## src/rtl/z80_io_resp.sv

```systemverilog
// z80_io_resp: Z80 I/O-mapped peripheral with an output latch, a prescaled
// down-counting timer that raises a maskable interrupt, an interrupt vector
// register served during the acknowledge cycle, and optional wait states.
//
// Register map (index = addr[1:0], block decoded where addr[7:2] == BASE[7:2]):
//   0 PORT_OUT  RW  drives port_out
//   1 CTRL      RW  bit0 TE, bit1 IE; write bit7=1 clears PEND; read {PEND,5'b0,IE,TE}
//   2 RELOAD    RW  write also loads the counter and restarts the prescaler
//   3 VECTOR    RW  placed on dout during the interrupt acknowledge cycle
//
// Optional build macro: IO_RESP_WAIT_EN
//   defined   -> wait_n is pulled low for WAIT_CYCLES clocks at each I/O cycle start
//   undefined -> wait_n is tied high and the wait counter is not built

module z80_io_resp #(
    parameter logic [7:0] BASE        = 8'h10,
    parameter int         PRESCALE    = 256,
    parameter int         WAIT_CYCLES = 2
) (
    input  logic        clk,
    input  logic        reset,
    input  logic [15:0] addr,
    input  logic [7:0]  din,
    output logic [7:0]  dout,
    input  logic        m1_n,
    input  logic        iorq_n,
    input  logic        rd_n,
    input  logic        wr_n,
    output logic        wait_n,
    output logic        int_n,
    output logic [7:0]  port_out
);

    localparam int            PW      = (PRESCALE > 1) ? $clog2(PRESCALE) : 1;
    localparam logic [PW-1:0] PRE_MAX = PW'(PRESCALE - 1);

    // Registers
    logic [7:0]    r_port_out;
    logic          r_te;
    logic          r_ie;
    logic          r_pend;
    logic [7:0]    r_reload;
    logic [7:0]    r_vector;
    logic [7:0]    r_cnt;
    logic [PW-1:0] r_presc;
    logic          r_io_prev;
    logic          r_ack_prev;
    logic          r_wr_done;

    // Decode and cycle qualification
    logic       w_hit;
    logic       w_io_cyc;
    logic       w_ack_cyc;
    logic       w_ack_start;
    logic       w_wr_commit;
    logic       w_wr_ctrl;
    logic       w_wr_reload;
    logic       w_tick;
    logic       w_pend_set;
    logic       w_pend_clr;
    logic [1:0] w_idx;
    logic [7:0] w_ctrl_rd;
    logic       w_addr_hi_unused;

    assign w_addr_hi_unused = ^addr[15:8];

    assign w_idx       = addr[1:0];
    assign w_hit       = (addr[7:2] == BASE[7:2]);
    assign w_io_cyc    = ~iorq_n & m1_n & w_hit;
    assign w_ack_cyc   = ~iorq_n & ~m1_n;
    assign w_ack_start = w_ack_cyc & ~r_ack_prev;

    // A write lands on the first clock of the cycle that sees wr_n low; r_wr_done
    // blocks any further commit until the cycle condition drops.
    assign w_wr_commit = w_io_cyc & ~wr_n & ~r_wr_done;
    assign w_wr_ctrl   = w_wr_commit & (w_idx == 2'd1);
    assign w_wr_reload = w_wr_commit & (w_idx == 2'd2);

    assign w_tick      = r_te & (r_presc == PRE_MAX);
    // A RELOAD write in the same clock as a tick restarts the count and swallows that tick.
    assign w_pend_set  = w_tick & ~w_wr_reload & (r_cnt == 8'd0);
    assign w_pend_clr  = w_ack_start | (w_wr_ctrl & din[7]);

    assign w_ctrl_rd   = {r_pend, 5'b0_0000, r_ie, r_te};

    assign port_out    = r_port_out;
    assign int_n       = ~(r_pend & r_ie);

    // Cycle-edge tracking; reset primes the "previous" flags so a cycle already in
    // progress at reset release is not taken as a fresh start.
    always_ff @(posedge clk) begin
        if (reset) begin
            r_io_prev  <= 1'b1;
            r_ack_prev <= 1'b1;
            r_wr_done  <= 1'b1;
        end else begin
            r_io_prev  <= w_io_cyc;
            r_ack_prev <= w_ack_cyc;
            if (!w_io_cyc) begin
                r_wr_done <= 1'b0;
            end else if (!wr_n) begin
                r_wr_done <= 1'b1;
            end
        end
    end

    // CPU-visible register writes
    always_ff @(posedge clk) begin
        if (reset) begin
            r_port_out <= 8'h00;
            r_te       <= 1'b0;
            r_ie       <= 1'b0;
            r_reload   <= 8'h00;
            r_vector   <= 8'hFF;
        end else if (w_wr_commit) begin
            case (w_idx)
                2'd0: r_port_out <= din;
                2'd1: begin
                    r_te <= din[0];
                    r_ie <= din[1];
                end
                2'd2: r_reload <= din;
                default: r_vector <= din;
            endcase
        end
    end

    // Prescaler and timer counter; counter reloads from RELOAD when it expires at zero
    always_ff @(posedge clk) begin
        if (reset) begin
            r_presc <= '0;
            r_cnt   <= 8'h00;
        end else if (w_wr_reload) begin
            r_presc <= '0;
            r_cnt   <= din;
        end else if (!r_te) begin
            r_presc <= '0;
        end else if (w_tick) begin
            r_presc <= '0;
            r_cnt   <= (r_cnt == 8'd0) ? r_reload : (r_cnt - 8'd1);
        end else begin
            r_presc <= r_presc + 1'b1;
        end
    end

    // Interrupt pending flag; a same-clock expiry beats any clear
    always_ff @(posedge clk) begin
        if (reset) begin
            r_pend <= 1'b0;
        end else if (w_pend_set) begin
            r_pend <= 1'b1;
        end else if (w_pend_clr) begin
            r_pend <= 1'b0;
        end
    end

    // Read data mux toward the CPU data bus
    always_comb begin
        dout = 8'hFF;
        if (w_io_cyc && !rd_n) begin
            case (w_idx)
                2'd0:    dout = r_port_out;
                2'd1:    dout = w_ctrl_rd;
                2'd2:    dout = r_reload;
                default: dout = r_vector;
            endcase
        end else if (w_ack_cyc) begin
            dout = r_vector;
        end
    end

`ifdef IO_RESP_WAIT_EN
    localparam logic [3:0] WAIT_LD = 4'(WAIT_CYCLES);

    logic       w_io_start;
    logic [3:0] r_wait_cnt;

    assign w_io_start = w_io_cyc & ~r_io_prev;
    assign wait_n     = (r_wait_cnt == 4'd0);

    // Wait-state down-counter armed at each I/O cycle start, dropped when the cycle ends
    always_ff @(posedge clk) begin
        if (reset) begin
            r_wait_cnt <= 4'd0;
        end else if (w_io_start) begin
            r_wait_cnt <= WAIT_LD;
        end else if (!w_io_cyc) begin
            r_wait_cnt <= 4'd0;
        end else if (r_wait_cnt != 4'd0) begin
            r_wait_cnt <= r_wait_cnt - 4'd1;
        end
    end
`else
    assign wait_n = 1'b1;
`endif

endmodule

```

## config.mk

```make
export PLATFORM = sky130hd
export DESIGN_NAME = z80_io_resp
export DESIGN_NICKNAME = d
export VERILOG_FILES = /design/src/rtl/z80_io_resp.sv
export SDC_FILE = /design/constraint.sdc
export NUM_CORES = 1
export LEC_CHECK = 0
export ABC_AREA = 1
export CORE_ASPECT_RATIO = 0.6
export CORE_MARGIN = 8
export CORE_UTILIZATION = 40
export CTS_BUF_LIST = sky130_fd_sc_hd__clkbuf_4 sky130_fd_sc_hd__clkbuf_8 sky130_fd_sc_hd__clkbuf_16
export CTS_CLUSTER_DIAMETER = 120
export DETAILED_ROUTE_END_ITERATION = 7
export HOLD_SLACK_MARGIN = 0.06
export PLACE_DENSITY = 0.64
export SYNTH_ARGS = -nofsm -noshare
export SYNTH_HDL_FRONTEND = slang
export SYNTH_SLANG_ARGS = --single-unit
```

## constraint.sdc

```tcl
create_clock -name clk -period 5.55 [get_ports clk]
set_clock_uncertainty 0.2 [all_clocks]
set_input_delay 1.665 -clock clk [delete_from_list [all_inputs] [get_ports clk]]
set_output_delay 1.665 -clock clk [all_outputs]
set_load 0.01 [all_outputs]
```

==> flow_summary.yaml <==
synthesis:
  synth_seq_cells: 45
  ys_types: 34
  synth-simple-area-share_pct: 44.0
  synth_compound_area_share_pct: 7.92
  syn_area_per_cell_um2: 6.75
  yosys.area.top_type_share_pct: 36.6
  synthCells: 365
  syn-cell-area_um2: 2460
  yosysSeqAreaShare_pct: 36.6
  synth_area_leader_cell: "dfxtp_1"
  synth.area.top_cells: "dfxtp_1, nand2_1, nor2_1"
  synth_top_family_by_area: "simple AND/OR/NAND/NOR gates"
  muxShareOfSynthArea_pct: 0
  synth_nets: 398
  synth-warning-count: 0
  synthAdderAreaFrac_pct: 1.52
  synth_xor_area_share_pct: 1.78
grt:
  antenna_found_initial: 0
  met1_usage_pct: 20.2
  first_global_vias: 2292
  grt_pass1_wl_um: 11000
  overflow: 0
  grt_max_degree: 24
  top_usage_layer: "met2"
  met3_usage_pct: 3.51
  met2_usage_pct: 21.7
  grt.total_usage_pct: 14.4
clock_tree:
  cts_max_path_buffers: 2
  cts_setup_buffers: 0
  cts_tree: "built"
  htreeDepth: 2
  cts_resized: 0
  clock_sinks: 45
  clock_latency_ns: 0.29
  numCtsBuffers: 5
  postCtsHoldBufs: 0
  clock-root-buffer: "clkbuf_8"
  clkTransAtPathRegs_ns: 0.08
placement:
  post-place-ws_ns: 0.162
  dp.cells: 484
  dpl.hpwl_um: 4980
  gp_congestion: 0.802
  dpl-instance-area_um2: 2940
  io_buffers: 38
drt:
  viasPerCell: 4.88
  routed_wl_um: 6330
  wire_per_inst_um: 12.9
  detail_route.first_pass.iterations: 4
  drtAntennaViolNets: 0
  first_iter_violations: 99
  vias: 2403
  drcViolationCount: 0
floorplanning:
  die_h_um: 76.8
  start_util_pct: 40.9
  coreArea_um2: 6030
  fp-row-count: 22
  die_area_um2: 9010
  ios: 48
  die_x_um: 117
cells_and_area:
  fin_area_um2: 3060
  drive_gt1_share_pct: 9.56
  finalNetCount: 440
  final_cell_mix: "nand2_1, nor2_1, dfxtp_1, clkdlybuf4s50_1, nand3_1"
  antenna_cells: 0
  final_common_cell: "nand2_1"
  layoutNonFillerInstCount: 492
  areaGrowthSynthToFinish_pct: 24.1
  n_fill_cell: 624
worst_setup_path:
  r2r_start: "r_wr_done$_SDFFE_PP1P_"
  crit_path_end_kind: "output pin"
  critical-path-top-delay-family: "buffers and inverters"
  worstPathRequired_ns: 3.69
  endpoint: "dout[0]"
  r2r_end: "r_cnt[3]$_SDFFE_PP0P_"
  crit_path_cell_trace: "clkdlybuf4s50_1, inv_2, nor2_4, nand2_1, nand3_1, a21oi_1, a21oi_1, clkdlybuf4s50_1"
  critPathLaunch: "addr[1]"
  crit_cells: 8
  critical_path_class: "primary input to output pin"
  worst-r2r-cell-count: 6
  cp.arrival_ns: 3.51
  cp.buffers_inverters: 3
  slowest_stage: "clkdlybuf4s50_1"
  start_kind: "primary input"
  r2r_slack_ns: 3.45
  cpPeakStageDelay_ns: 0.56
  path_max_fanout: 15
sta:
  fin_crit_sh_pct: 96.9
  min_period_ns: 5.38
  max_freq_ghz: 0.186
  relSlewSlack_pct: 53.9
  rsz0062_at_grt: "false"
  setup_viol: 0
  hold_viol: 0
  maxSlewViolCount: 0
  worst-slew-pin-transition_ns: 0.690
  setup_tns_ns: 0
  timing.hold.ws_ns: 0.249
  final.setup.worst_slack_ns: 0.170
outcome:
  status: "finished clean"
min_path:
  whs_path_depth: 1
  hold_class: "register to register"
power:
  power.density_nw_per_um2: 207
  ir_worst_vdd_v: 0.000114
  leakage_nw: 1.32
run:
  drv_cap: 0
==> metrics by stage <==
stage          util, %  power (mW)
2_1_floorplan        -       0.351
3_3_place_gp      48.7       0.375
3_5_place_dp      48.7       0.375
4_1_cts           50.7       0.639
5_1_grt           50.7       0.659
6_report          50.7       0.633
==> synthesized netlist by cell type (all sizes together) <==
master and count:
a31oi 1, nand2 104, conb 1, nand3 36, buf 5, xor2 4, ha 3, o21ai 14
nand4 13, clkinv 2, inv 35, or2 2, a21oi 15, a41oi 5, nor2 72, nor3b 1
nor3 3, dfxtp 45, clkbuf 3, xnor2 1
==> sequential cells by signal, summed over array words and instances (netlist names) <==
| register | flops |
|---|---|
| r_pend | 1 |
| r_ack_prev | 1 |
| r_vector | 8 |
| r_cnt | 8 |
| r_ie | 1 |
| r_reload | 8 |
| r_wr_done | 1 |
| r_presc | 8 |
| r_te | 1 |
| port_out | 8 |
==> report_power, final <==
group	switching, mW	internal (mW)	leakage [nW]
clock	0.114	0.152	0.0619
sequential	0.000446	0.323	0.363
combinational	0.0247	0.0193	0.893
total	0.139	0.495	1.32
==> layout make-up <==
cell class	instances	area (µm²)	area share [%]
Sequential cell	45	901	29.5
Timing Repair Buffer	43	418	13.7
Tap cell	84	105	3.44
Clock inverter	1	30.0	0.982
Multi-Input combinational cell	275	1360	44.6
Inverter	37	149	4.87
Clock buffer	7	90.1	2.95
==> how the worst min path moves through the flow <==
stage	slack [ns]	end	from
2_1_floorplan	0.22	r_presc[0]$_SDFF_PP0_	r_presc[0]$_SDFF_PP0_
3_3_place_gp	0.23	r_presc[0]$_SDFF_PP0_	r_presc[0]$_SDFF_PP0_
3_5_place_dp	0.24	r_presc[0]$_SDFF_PP0_	r_presc[0]$_SDFF_PP0_
4_1_cts	0.25	r_presc[0]$_SDFF_PP0_	r_presc[0]$_SDFF_PP0_
5_1_grt	0.29	r_presc[0]$_SDFF_PP0_	r_presc[0]$_SDFF_PP0_
6_report	0.25	r_presc[0]$_SDFF_PP0_	r_presc[0]$_SDFF_PP0_
==> layer usage <==
layer	wire, µm	vias to the layer above
met5	0	-
met4	25	0
met3	431	4
met2	2730	54
met1	3140	1092
li1	-	1253
==> kinds of logic (layout without fill, tap and decap cells) <==
kind of cell,after synthesis,after routing
AO/OA/AOI/OAI,35,35
buffers and inverters,45,88
adder cells (fa/ha/maj),3,3
other,1,1
flip-flops,45,45
XOR/XNOR,5,5
AND/OR/NAND/NOR,231,231
Note: power is estimated with default switching activity, not from simulation.
